**config.mk**
```make
export PLATFORM = sky130hd
export DESIGN_NAME = pwm_multichannel
export DESIGN_NICKNAME = d
export VERILOG_FILES = /design/src/rtl/pwm_multichannel.sv
export SDC_FILE = /design/constraint.sdc
export NUM_CORES = 1
export LEC_CHECK = 0
export CORE_UTILIZATION = 30
export CTS_BUF_LIST = sky130_fd_sc_hd__clkbuf_4
export DETAILED_ROUTE_END_ITERATION = 16
export DONT_BUFFER_PORTS = 1
export SYNTH_ARGS = -nofsm -noshare
export SYNTH_HDL_FRONTEND = slang
export SYNTH_SLANG_ARGS = --single-unit
export TNS_END_PERCENT = 50
```
**constraint.sdc**
```tcl
create_clock -name clock -period 3.21 [get_ports clock]
set_clock_uncertainty 0.2 [all_clocks]
set_input_delay 0.321 -clock clock [delete_from_list [all_inputs] [get_ports clock]]
set_output_delay 0.321 -clock clock [all_outputs]
set_load 0.05 [all_outputs]
```
**src/rtl/pwm_multichannel.sv**
```systemverilog
// Multi-channel PWM generator: one shared prescaled period counter, edge- or
// center-aligned compare, and shadow/active duty pairs swapped at period boundaries.
module pwm_multichannel #(
  parameter int CHANNELS       = 4,
  parameter int WIDTH          = 8,
  parameter int PRESCALE_WIDTH = 8,
  parameter int SEL_WIDTH      = (CHANNELS > 1) ? $clog2(CHANNELS) : 1
) (
  input  logic                      clock,
  input  logic                      reset,
  input  logic                      enable,
  input  logic [PRESCALE_WIDTH-1:0] prescale,
  input  logic                      center_mode,
  input  logic                      duty_wr,
  input  logic [SEL_WIDTH-1:0]      duty_sel,
  input  logic [WIDTH-1:0]          duty_data,
  output logic [CHANNELS-1:0]       pwm,
  output logic                      period_end
);

  typedef enum logic {DIR_UP, DIR_DOWN} dir_t;
  typedef enum logic {MODE_EDGE, MODE_CENTER} mode_t;

  // Highest value cnt ever reaches (MAX-1); keeps duty=MAX fully on.
  localparam logic [WIDTH-1:0]   TOP      = {{(WIDTH-1){1'b1}}, 1'b0};
  localparam logic [SEL_WIDTH:0] CH_LIMIT = (SEL_WIDTH+1)'(CHANNELS);

  logic [PRESCALE_WIDTH-1:0] pre_cnt;
  logic [WIDTH-1:0]          cnt;
  dir_t                      dir;
  mode_t                     mode_active;
  logic [WIDTH-1:0]          shadow      [CHANNELS];
  logic [WIDTH-1:0]          duty_active [CHANNELS];
  logic                      boundary_q;

  logic                      tick;
  logic                      boundary;
  logic                      wr_hit;
  logic [WIDTH-1:0]          cnt_next;
  dir_t                      dir_next;
  logic [CHANNELS-1:0]       compare;

  // NOTE: every always_comb output gets a default first so no path can infer a latch.
  always_comb begin
    tick     = (pre_cnt >= prescale);
    cnt_next = cnt;
    dir_next = dir;
    boundary = 1'b0;
    if (tick) begin
      if (mode_active == MODE_EDGE) begin
        dir_next = DIR_UP;
        if (cnt >= TOP) begin
          cnt_next = '0;
          boundary = 1'b1;
        end else begin
          cnt_next = cnt + 1'b1;
        end
      end else if (dir == DIR_UP) begin
        // The turnaround holds TOP for a second tick on the way down.
        if (cnt >= TOP) dir_next = DIR_DOWN;
        else            cnt_next = cnt + 1'b1;
      end else if (cnt == '0) begin
        dir_next = DIR_UP;
        boundary = 1'b1;
      end else begin
        cnt_next = cnt - 1'b1;
      end
    end
  end

  always_comb begin
    compare = '0;
    for (int i = 0; i < CHANNELS; i++) compare[i] = (cnt < duty_active[i]);
  end

  assign wr_hit = duty_wr && ({1'b0, duty_sel} < CH_LIMIT);

  // NOTE: sequential state uses non-blocking assignments only, so every register
  // samples pre-edge values and the boundary swap sees the old shadow contents.
  always_ff @(posedge clock) begin
    if (reset) begin
      pre_cnt     <= '0;
      cnt         <= '0;
      dir         <= DIR_UP;
      mode_active <= MODE_EDGE;
      boundary_q  <= 1'b0;
      period_end  <= 1'b0;
      pwm         <= '0;
      // NOTE: these duty arrays are a handful of flops whose cleared state is
      // observable behaviour, so unlike a RAM they are reset explicitly.
      for (int i = 0; i < CHANNELS; i++) begin
        shadow[i]      <= '0;
        duty_active[i] <= '0;
      end
    end else begin
      if (wr_hit) shadow[duty_sel] <= duty_data;

      if (!enable) begin
        pre_cnt     <= '0;
        cnt         <= '0;
        dir         <= DIR_UP;
        boundary_q  <= 1'b0;
        period_end  <= 1'b0;
        pwm         <= '0;
        mode_active <= mode_t'(center_mode);
        for (int i = 0; i < CHANNELS; i++) duty_active[i] <= shadow[i];
      end else begin
        pre_cnt    <= tick ? '0 : pre_cnt + 1'b1;
        cnt        <= cnt_next;
        dir        <= dir_next;
        pwm        <= compare;
        // Two stages: the pulse lines up with the first pwm sample of the new period.
        boundary_q <= boundary;
        period_end <= boundary_q;
        if (boundary) begin
          mode_active <= mode_t'(center_mode);
          for (int i = 0; i < CHANNELS; i++) duty_active[i] <= shadow[i];
        end
      end
    end
  end

endmodule
```
======== Word-level counts from Yosys, hierarchy flattened ========
Memories as Yosys holds them, arrays and structs flattened.
Cells that the tools add are included.
word-level totals
  bits in registers ....................... 24
  bits in latches ......................... 0
  bits in writable memories ............... 64
  ROM bits ................................ 0
  input bits .............................. 23
  logic and storage cells ................. 73
  memories ................................ 2
memory list
  name         depth  bits a word  rd ports  clocked after Yosys merged registers in  wr ports  line  text
  duty_active  4      8            4         0                                        4         33    logic [WIDTH-1:0] duty_active [CHANNELS];
  shadow       4      8            4         0                                        4         32    logic [WIDTH-1:0] shadow [CHANNELS];
operators by class
  add/sub/neg operators ................... 3
  multipliers ............................. 0
  div/mod/pow operators ................... 0
  magnitude comparators ................... 6
  eq/ne operators ......................... 3
  shift-type cells ........................ 0
  multiplexer cells ....................... 38
  bitwise gates (word level) .............. 9
  reductions and logical operators ........ 5
operators by type and width
  operator                                                number
  2-to-1 mux 8 bit                                        14
  less-than comparator 8 bit                              4
  2-to-1 mux 1 bit                                        23
  adder 8 x 1 -> 8 bit (second input constant)            2
  >= comparator 8 bit                                     1
  >= comparator 8 bit (second input constant)             1
  logical NOT 8 bit                                       1
  bitwise OR 1 bit                                        8
  OR reduction 8 bit                                      1
  subtractor 8 x 1 -> 8 bit (second input constant)       1
  inequality test 3 bit (second input constant)           2
  AND reduction 3 bit                                     1
  OR reduction 3 bit                                      1
  2-to-1 mux 2 bit                                        1
  inequality test 2 x 1 -> 1 bit (second input constant)  1
  OR reduction 2 bit                                      1
  inverter 1 bit                                          1

======== Logic depth before layout (Yosys ltp) ========
  word-level depth ........................ 10
  gate-level depth with buffers ........... 8

======== Least setup slack after synthesis ========
No wires, ideal clock.
  kind .................................... register to register
  start ................................... register cnt[3]
  end ..................................... memory duty_active[0][0], enable pin
  arrival time ............................ 2.113 ns
  required time ........................... 2.638 ns
  setup slack ............................. 0.526 ns
  cell stages (with the launch flop) ...... 7
  clock period less this slack ............ 2.684 ns
  path through ............................ dfxtp_1 > buf_6 > or4_4 > or4_4 > nand2b_4 > nand2_1 > nand2_1
RTL lines
  what                    line  text
  from (decl)             29    logic [WIDTH-1:0] cnt;
  from (signal assigned)  109   cnt <= cnt_next;
  to (decl)               33

======== Final worst setup path ========
  start ................................... register pre_cnt[0]
  end ..................................... register mode_active
on the way
  longest elaborated chain between the ends .. 3
ends and longest elaborated chain
  what                                             line  text
  from (decl)                                      28    logic [PRESCALE_WIDTH-1:0] pre_cnt;
  from (signal assigned)                           108   pre_cnt <= tick ? '0 : pre_cnt + 1'b1;
  >= comparator 8 bit                              45    tick = (pre_cnt >= prescale);
  2-to-1 mux 1 bit                                 49    if (tick) begin
  inequality test 2 x 1 -> 1 bit (no source line)  -
  to (signal assigned)                             105   mode_active <= mode_t'(center_mode);
  to (signal assigned)                             116   mode_active <= mode_t'(center_mode);
  to (decl)                                        31    mode_t mode_active;
Every way passes these cells.
A chain may end at the register's enable or synchronous reset.

==> run metrics <==
synthesis-stage register bit count=88; first-pass GRT wire length=roughly 16000 microns; Comb power frac=0.078; # clock sinks=a little under 90; status=finished, final reports clean; # setup viols final=0; non-filler instance count after layout=approximately 640; CTS clock-pin slew for the worst setup and hold paths=~0.15 ns; Total GRT Usage=0.125; largest net degree at the start of global routing=35; Distinct cells, synth=48; CTS tree=yes; sw frac=0.245; Inst Count DP=616; Clock Path Buffers=2; register share of total power=0.623; layout cells sized above 1=0.142; register area share after synthesis=0.500; worst vdd ir=between 0.2 and 0.25 mV; Fin. Hold Viols=0; Yosys warnings=0; multi-input logic area=roughly 2200 sq um; placer congestion estimate=approximately 0.8; total CTS buffers=9; most used flip-flop cell after synthesis=edfxtp_1; Root Driver=clkbuf_4; Final nets=between 400 and 500; postcts setup bufs=0; via/cell ratio=around 4.8; mapped cell area=slightly below 5000 sq um; gr ovfl total=0; commonest non-fill, non-tap cell in the layout=edfxtp_1; initial core utilization=0.311; Synth Area per Inst=roughly 12 sq um; most frequent cells in the layout=64 x edfxtp_1, 42 x inv_1, 41 x ha_1, 34 x and2_1, 30 x nor3b_2; port buffer count=0; crit end category=flip-flop; worst skew pair latency=0.44 ns; die area=approximately 17000 sq um; vias in the first global route=about 3100; H-tree lvl count=3; 1st-pass router iterations=4; final critical-path required period=around 2.9 ns; RSZ-0062 raised after global routing=false; crit-path max FO=11; Die W=129 microns; Mapped Cells=approximately 410; Least-Margin Pin Slew=between 0.8 and 0.9 ns; Via Count=about 3100; asr flop ratio synth=0; total of max-cap violations=0; critical path type=reg -> reg; arrival time at the worst endpoint=a little over 3 ns; pre-CTS setup slack=roughly 0.42 ns; WL per Instance=around 15 microns; DRT antenna net count=0; Post-synth EDFFs=between 60 and 70; starting DRC count in detailed routing=66; Die Ht=between 100 and 150 microns; net switching power=between 0.5 and 0.6 mW; Max Freq=roughly 340 MHz; Register Area=2400 sq um; relative slew slack=0.418; synthesized net count=between 400 and 500; Clock power frac=0.298; Lkg Pwr=around 2 nW; initial antenna violation count=0; area grow syn2layout=10.2%; Setup crit start kind=flip-flop; DP Wirelength=6670 microns; FILL cells=roughly 1600; Worst Hold Class=in -> reg; detailed-route DRC error count=0; Final period util=0.907; row count=45; I/O pin count=28; routed wire length=9370 microns; Core Region=15400 sq um; pwr dens=404 nW/um^2; Worst EP required=3.40 ns; TNS Setup=0 ns; Ant. Diodes=0; setup ws final=just under 0.3 ns; hold_ws=approximately 0.04 ns; max-slew violation count=0; P_int=roughly 1.6 mW
## stage by stage
step                      area [sq um]  power [mW]  utilization
after floorplan                   4800        1.47            -
after global placement            5040        1.50        0.327
after detailed placement          5040        1.50        0.327
after CTS                         5290        2.16        0.343
after global routing              5290        2.24        0.343
final                             5290        2.14        0.343
## cell usage after synthesis, types with 5 or more instances
cell type / number / area, sq um
a21oi_1: 7 / 35.0
ha_1: 41 / 513
o311ai_0: 8 / 70.1
nor3b_2: 30 / 375
a21o_1: 8 / 60.1
edfxtp_1: 64 / 1920
dfxtp_1: 24 / 480
nor2_1: 18 / 67.6
nand2_1: 18 / 67.6
nor3_1: 6 / 30.0
inv_1: 42 / 158
and2_1: 34 / 213
nand3_1: 14 / 70.1
clkbuf_1: 10 / 37.5
o211ai_1: 6 / 45.0
or4_1: 5 / 37.5
nand2b_1: 8 / 50.1
nor4_1: 9 / 56.3
## path summary, 6_finish.rpt
check	startpoint	to	slack, ns	depth (start not counted)
worst max register to register	pre_cnt[0]	mode_active	0.30	8
worst min register to register	boundary_q	period_end	0.26	1
worst max-delay path	pre_cnt[0]	mode_active	0.30	8
worst min-delay path	reset	shadow[0][7]	0.04	1
## repair_timing
action | 4_1_cts | 5_1_grt
endpoints found under the setup margin | 0 | 1
endpoints found under the hold margin | 73 | 0
hold buffers | 10 | 0
gates resized for setup | 0 | 1
## layout make-up
type | count | share of cell area
well taps | 211 | 0.0499
clock buffers | 10 | 0.0142
inverters | 42 | 0.0298
repair buffers | 16 | 0.0317
multi-input cells | 269 | 0.408
clock inverters | 6 | 0.0125
flip-flops and latches | 88 | 0.454
## worst max-delay path, stage by stage (launching register included)
cell and delay, ns:
dfxtp_1 0.39, inv_1 0.06, ha_1 0.25, nand2b_1 0.14, a2111oi_1 0.54, o311a_1 0.46
nor3_1 0.09, a211oi_1 0.17, dlygate4sd3_1 0.56
## power groups by stage
stage	clock [mW]	combinational (mW)	sequential, mW
floorplan	0	0.127	1.34
global placement	0	0.135	1.36
detailed placement	0	0.143	1.36
CTS	0.656	0.170	1.33
global route	0.708	0.190	1.34
finish	0.638	0.167	1.33
## registers in the layout (all words and copies together), names as in the netlist, 4 cells and up
register	flops
shadow	32
duty_active	32
cnt	8
pre_cnt	8
pwm	4
## logic make-up after synthesis
kind of cell	synth area share
buffers and inverters	0.0500
xor gates and xnor gates	0.0128
muxes	0.00417
AOI/OAI and AO/OA	0.0881
and+or+nand+nor	0.238
adders and majority gates	0.107
DFF	0.500
## layer usage
layer | vias to the layer above | global-route usage | wire length, microns
met5 | - | 0 | 0
met4 | 0 | 0.0325 | 86
met3 | 8 | 0.0279 | 317
met2 | 66 | 0.219 | 4670
met1 | 1457 | 0.153 | 4300
li1 | 1532 | - | -
(Power assumes the default switching activity.)
